===== config.mk =====
export PLATFORM = sky130hd
export DESIGN_NAME = s2p_align_ctrl
export DESIGN_NICKNAME = d
export VERILOG_FILES = /design/src/rtl/s2p_align_ctrl_pkg.sv /design/src/rtl/s2p_com_detect.sv /design/src/rtl/s2p_align_ctrl.sv
export SDC_FILE = /design/constraint.sdc
export NUM_CORES = 1
export LEC_CHECK = 0
export ABC_AREA = 1
export CAP_MARGIN = 20
export CORE_MARGIN = 2
export CORE_UTILIZATION = 55
export DETAILED_ROUTE_END_ITERATION = 8
export HOLD_SLACK_MARGIN = 0.05
export PLACE_DENSITY = 0.85
export SLEW_MARGIN = 20
export SYNTH_ARGS = -nofsm -noshare
export SYNTH_HDL_FRONTEND = slang
export SYNTH_SLANG_ARGS = --single-unit
export TNS_END_PERCENT = 100

===== constraint.sdc =====
create_clock -name clk_8f -period 1.88 [get_ports clk_8f]
set_input_delay 0.282 -clock clk_8f [delete_from_list [all_inputs] [get_ports clk_8f]]
set_output_delay 0.282 -clock clk_8f [all_outputs]
set_load 0.01 [all_outputs]

===== src/rtl/s2p_align_ctrl_pkg.sv =====
// Shared constants for the serial-to-parallel byte aligner: FSM encodings,
// default COM symbol, counter widths and the framed-byte output record.
package s2p_align_ctrl_pkg;

  localparam logic [1:0] ST_HUNT   = 2'b00;
  localparam logic [1:0] ST_CHECK  = 2'b01;
  localparam logic [1:0] ST_LOCKED = 2'b10;

  localparam logic [7:0] COM_SYM_DEF = 8'hBC;

  localparam int BIT_CNT_W = 3;
  localparam int COM_CNT_W = 4;
  localparam int GAP_CNT_W = 8;

  typedef struct packed {
    logic [7:0] data;
    logic       valid;
    logic       strobe;
  } byte_out_t;

endpackage


===== src/rtl/s2p_com_detect.sv =====
// Serial shift register plus COM compare; cand includes the bit arriving this cycle.
module s2p_com_detect
  import s2p_align_ctrl_pkg::*;
#(
  parameter logic [7:0] COM_SYM = COM_SYM_DEF
) (
  input  logic       clk_8f,
  input  logic       reset,
  input  logic       data_in,
  output logic [7:0] cand,
  output logic       com_hit
);

  logic [7:0] shift_reg;

  assign cand    = {shift_reg[6:0], data_in};
  assign com_hit = (cand == COM_SYM);

  always_ff @(posedge clk_8f) begin
    if (reset) shift_reg <= 8'h00;
    else       shift_reg <= cand;
  end

endmodule


===== src/rtl/s2p_align_ctrl.sv =====
// Byte-alignment / lock controller: HUNT -> CHECK -> LOCKED on consecutive COMs.
// Optional LOCKED->HUNT counter output enabled by S2P_ALIGN_RELOCK_CNT_EN.
module s2p_align_ctrl
  import s2p_align_ctrl_pkg::*;
#(
  parameter logic [7:0] COM_SYM   = COM_SYM_DEF,
  parameter int         COM_COUNT = 4,
  parameter int         MAX_GAP   = 16
) (
  input  logic       clk_8f,
  input  logic       reset,
  input  logic       data_in,
  input  logic       realign,
  output logic [7:0] data_out,
  output logic       valid_out,
  output logic       byte_strobe,
  output logic       locked,
  output logic [1:0] state
`ifdef S2P_ALIGN_RELOCK_CNT_EN
  ,
  output logic [7:0] relock_cnt
`endif
);

  localparam logic [COM_CNT_W-1:0] COM_TGT = COM_CNT_W'(COM_COUNT);
  localparam logic [GAP_CNT_W-1:0] GAP_MAX = GAP_CNT_W'(MAX_GAP);

  logic [7:0]           cand;
  logic                 com_hit;
  logic [1:0]           state_nxt;
  logic [BIT_CNT_W-1:0] bit_cnt, bit_nxt;
  logic [COM_CNT_W-1:0] com_cnt, com_nxt;
  logic [GAP_CNT_W-1:0] gap_cnt, gap_nxt;
  byte_out_t            out_q, out_nxt;
  logic                 boundary;

  s2p_com_detect #(.COM_SYM(COM_SYM)) u_det (
    .clk_8f (clk_8f),
    .reset  (reset),
    .data_in(data_in),
    .cand   (cand),
    .com_hit(com_hit)
  );

  assign boundary = (bit_cnt == 3'd7);

  always_comb begin
    state_nxt      = state;
    bit_nxt        = bit_cnt;
    com_nxt        = com_cnt;
    gap_nxt        = gap_cnt;
    out_nxt.data   = out_q.data;
    out_nxt.valid  = 1'b0;
    out_nxt.strobe = 1'b0;
    if (realign) begin
      state_nxt = ST_HUNT;
      bit_nxt   = '0;
      com_nxt   = '0;
      gap_nxt   = '0;
    end else begin
      case (state)
        ST_HUNT: begin
          if (com_hit) begin
            bit_nxt = '0;
            com_nxt = 4'd1;
            gap_nxt = '0;
            state_nxt = (COM_TGT == 4'd1) ? ST_LOCKED : ST_CHECK;
          end
        end
        ST_CHECK: begin
          bit_nxt = bit_cnt + 3'd1;
          if (boundary) begin
            if (com_hit) begin
              com_nxt = com_cnt + 4'd1;
              if (com_nxt == COM_TGT) begin
                state_nxt = ST_LOCKED;
                gap_nxt   = '0;
              end
            end else begin
              state_nxt = ST_HUNT;
              bit_nxt   = '0;
              com_nxt   = '0;
            end
          end
        end
        ST_LOCKED: begin
          bit_nxt = bit_cnt + 3'd1;
          if (boundary) begin
            out_nxt.data   = cand;
            out_nxt.strobe = 1'b1;
            out_nxt.valid  = !com_hit;
            if (com_hit) begin
              gap_nxt = '0;
            end else if (gap_cnt >= GAP_MAX) begin
              // Byte still goes out; lock is dropped alongside it.
              state_nxt = ST_HUNT;
              bit_nxt   = '0;
              com_nxt   = '0;
              gap_nxt   = '0;
            end else begin
              gap_nxt = gap_cnt + 8'd1;
            end
          end
        end
        default: begin
          state_nxt = ST_HUNT;
          bit_nxt   = '0;
          com_nxt   = '0;
          gap_nxt   = '0;
        end
      endcase
    end
  end

  always_ff @(posedge clk_8f) begin
    if (reset) begin
      state   <= ST_HUNT;
      bit_cnt <= '0;
      com_cnt <= '0;
      gap_cnt <= '0;
      out_q   <= '0;
      locked  <= 1'b0;
    end else begin
      state   <= state_nxt;
      bit_cnt <= bit_nxt;
      com_cnt <= com_nxt;
      gap_cnt <= gap_nxt;
      out_q   <= out_nxt;
      locked  <= (state_nxt == ST_LOCKED);
    end
  end

`ifdef S2P_ALIGN_RELOCK_CNT_EN
  always_ff @(posedge clk_8f) begin
    if (reset)
      relock_cnt <= 8'h00;
    else if (state == ST_LOCKED && state_nxt == ST_HUNT && relock_cnt != 8'hFF)
      relock_cnt <= relock_cnt + 8'd1;
  end
`endif

  assign data_out    = out_q.data;
  assign valid_out   = out_q.valid;
  assign byte_strobe = out_q.strobe;

endmodule


==> qor.yml <==
placed_design:
  port_buffers: 16
  dp_hpwl_um: 2350
  dp_slack_ns: 0.126
  gp_routability_congestion: 0.831
  number_of_instances_in_the_placed_design: 269
  dpl-instance-area_mm2: 0.00186
clocking:
  root_buffer: "sky130_fd_sc_hd__clkbuf_4"
  hold_buffers: 0
  numCtsBuffers: 5
  post_cts_resized: 0
  tritoncts_num_sinks: 35
  tritoncts: "built"
  clk_latency_ns: 0.32
  cts_setup_buffers: 0
  clock_tree.htree_level_count: 2
  cts.path.max_buffers: 2
  worst_setup_hold_path_clk_slew_ns: 0.11
timing:
  grt_setup_unrepaired: "false"
  hold_violations: 0
  max_clock_freq_mhz: 618
  final_period_minus_worst_setup_slack_ns: 1.62
  finalSetupViolations: 0
  finalWorstSetupSlack_ns: 0.263
  finalSetupTns_ns: 0
  drv_slew: 0
  timing.slew.headroom_pct: 82.0
  maximum_clock_skew_at_final_layout_ns: 0.00507
  worst_slew_pin_slew_ns: 0.270
  post-route-period-util_pct: 86.0
job:
  drv.max_cap_violation_count: 0
die:
  die_x_um: 58.9
  fp.dieH_um: 58.9
  initial_utilization_pct: 59.2
  io_pins: 17
  placement_rows: 19
  fp.coreArea_mm2: 0.00281
  die-area_mm2: 0.00347
cells_and_area:
  drive_above_1_share_pct: 11.8
  finish.net_count: 259
  layout-area-overhead-vs-synth_pct: 16.6
  fillerInstances: 237
  antenna_cells: 0
  final_cell_area_mm2: 0.00194
  utilization_pct: 69.0
  multiInputGateArea_um2: 815
  layout.cells.non_filler: 277
  seq_area_um2: 701
yosys:
  post_synth_most_frequent_cells: "sky130_fd_sc_hd__nand2_1 (44), sky130_fd_sc_hd__nor2_1 (40), sky130_fd_sc_hd__dfxtp_1 (35)"
  asyncSetResetFlopFracSynth_pct: 0
  synth_seq_cells: 35
  yosys_warnings: 0
  yosys.cell_types.count: 23
  sequential_cell_area_fraction_in_the_yosys_report_pct: 42.2
  post_synth_and_or_nand_nor_area_fraction_pct: 32.3
  synth_compound_area_share_pct: 9.27
  synthXorXnorAreaFrac_pct: 0
  syn_area_mm2: 0.00166
  synth-edff-count: 0
  synthesis.nets: 236
  dominant_combinational_cell_family_by_area_after_synthesis: "simple AND/OR/NAND/NOR gates"
  netlist.top_cell.by_area: "sky130_fd_sc_hd__dfxtp_1"
  muxShareOfSynthArea_pct: 0
  synth_area_in_adders_pct: 7.54
  yosysTopAreaCellShare_pct: 42.2
  synth-main-ff-cell: "sky130_fd_sc_hd__dfxtp_1"
  synth_top_cells_by_area: "sky130_fd_sc_hd__dfxtp_1 (42%), sky130_fd_sc_hd__nand2_1 (9.9%), sky130_fd_sc_hd__nor2_1 (9.0%), sky130_fd_sc_hd__ha_1 (7.5%), sky130_fd_sc_hd__inv_1 (6.3%)"
  mean_area_per_synthesized_cell_um2: 7.48
  synth_cells: 222
  synthMostInstantiatedCell: "sky130_fd_sc_hd__nand2_1"
power:
  leakage_power_summed_over_all_cells_nw: 0.773
  net_load_switching_power_mw: 0.272
  irDropWorstVdd_mv: 0.569
  pwr_density_cell_mw_per_mm2: 645
  switching_share_pct: 21.7
  power.sequential.fraction_pct: 59.8
  p_int_mw: 0.977
  power.share.combinational_pct: 3.0
  clkPwrFrac_pct: 37.2
worst_hold_path:
  min_path_cells: 2
  min_path_type: "flop to flop"
grt:
  grt_antenna_before_repair: 0
  grt_first_pass_wirelength_um: 5470
  track_usage_pct: 20.6
  grt_util_met3_pct: 4.62
  grt.met1_usage_pct: 28.0
  number_of_global_route_vias_before_repair: 1286
  grt.met2_usage_pct: 31.6
  grt_start_max_net_pins: 17
  grt_overflow: 0
  grt_busiest_layer: "met2"
run_status:
  status: "completed"
worst_setup_path:
  required_time_of_the_critical_path_ns: 2.12
  critical_path.max_fanout: 12
  worstRegToRegCells: 7
  worstPathArrival_ns: 1.86
  startpoint_type: "flop"
  critPathCaptureType: "flop"
  critical_path_class: "flop to flop"
drt:
  routed_wirelength_um: 3170
  drt_iter0_drc: 31
  drc: 0
  detailed_routing_iterations_pass_1: 4
  detail-route-antenna-nets: 0
  vias: 1428
  route.detailed.vias_per_inst: 5.16
  wl_per_cell_um: 11.4
per-stage QoR:
stage          power [mW]  hold slack (ns)
2_1_floorplan       0.785            0.400
3_3_place_gp        0.800            0.430
3_5_place_dp        0.801            0.431
4_1_cts              1.25            0.444
5_1_grt              1.29            0.454
6_report             1.25            0.446
logic make-up after synthesis:
family | after synthesis
compound gates | 26
fa+ha+maj | 10
buf+inv | 36
flops | 35
simple gates | 115
placed cells by master (no fill, tap or decap):
| master | n |
|---|---|
| sky130_fd_sc_hd__dfxtp_1 | 35 |
| sky130_fd_sc_hd__clkinvlp_4 | 1 |
| sky130_fd_sc_hd__nor2_1 | 40 |
| sky130_fd_sc_hd__o21ai_1 | 5 |
| sky130_fd_sc_hd__nor3_1 | 3 |
| sky130_fd_sc_hd__a211oi_1 | 7 |
| sky130_fd_sc_hd__clkbuf_4 | 5 |
| sky130_fd_sc_hd__ha_1 | 10 |
| sky130_fd_sc_hd__clkdlybuf4s50_1 | 16 |
| sky130_fd_sc_hd__nand3_1 | 10 |
| sky130_fd_sc_hd__nand2_2 | 3 |
| sky130_fd_sc_hd__nand2_4 | 3 |
| sky130_fd_sc_hd__nand2_1 | 44 |
| sky130_fd_sc_hd__clkinv_1 | 1 |
| sky130_fd_sc_hd__o21ai_2 | 1 |
| sky130_fd_sc_hd__nand4_1 | 5 |
| sky130_fd_sc_hd__nor2_8 | 2 |
| sky130_fd_sc_hd__inv_2 | 3 |
| sky130_fd_sc_hd__nor2_2 | 5 |
| sky130_fd_sc_hd__a21oi_1 | 9 |
| sky130_fd_sc_hd__a21boi_0 | 1 |
| sky130_fd_sc_hd__inv_1 | 28 |
| sky130_fd_sc_hd__clkbuf_8 | 2 |
| sky130_fd_sc_hd__buf_4 | 3 |
| sky130_fd_sc_hd__o21ai_0 | 3 |
| sky130_fd_sc_hd__inv_4 | 1 |
worst max-delay path: stages (launching register included):
cell and delay (ns):
sky130_fd_sc_hd__dfxtp_1 0.37, sky130_fd_sc_hd__inv_1 0.11, sky130_fd_sc_hd__ha_1 0.25, sky130_fd_sc_hd__nand2_1 0.11
sky130_fd_sc_hd__nor2_2 0.23, sky130_fd_sc_hd__buf_4 0.23, sky130_fd_sc_hd__nor2_1 0.05, sky130_fd_sc_hd__a211oi_1 0.18
per-layer routing:
layer,vias up,part of all wire [%]
met1,647,48
met5,-,0
met2,27,47
li1,748,-
met3,6,3.7
met4,0,1.4
final timing paths:
path                                              start                  endpoint  slack (ns)
worst max-delay path                state[0]$_SDFF_PP0_  data_out[3]$_SDFFE_PP0P_        0.26
worst min-delay path            gap_cnt[6]$_SDFFE_PP0P_   gap_cnt[6]$_SDFFE_PP0P_        0.45
worst max register to register      state[0]$_SDFF_PP0_  data_out[3]$_SDFFE_PP0P_        0.26
worst min register to register  gap_cnt[6]$_SDFFE_PP0P_   gap_cnt[6]$_SDFFE_PP0P_        0.45
area by class of cell:
type / count / area share, %
tap: 31 / 2.00
inverter: 33 / 6.53
multi-input combinational: 151 / 42.1
clock buffer: 7 / 3.36
timing repair buffer: 19 / 9.44
sequential: 35 / 36.2
clock inverter: 1 / 0.388
power by group through the flow:
stage                     registers, mW  logic (mW)  clock network [mW]
after global placement            0.764      0.0362                   0
after detailed placement          0.764      0.0369                   0
after global routing              0.748      0.0408               0.505
after CTS                         0.747      0.0371               0.467
final                             0.747      0.0372               0.465
after floorplan                   0.763      0.0217                   0
(Power assumes the default switching activity.)
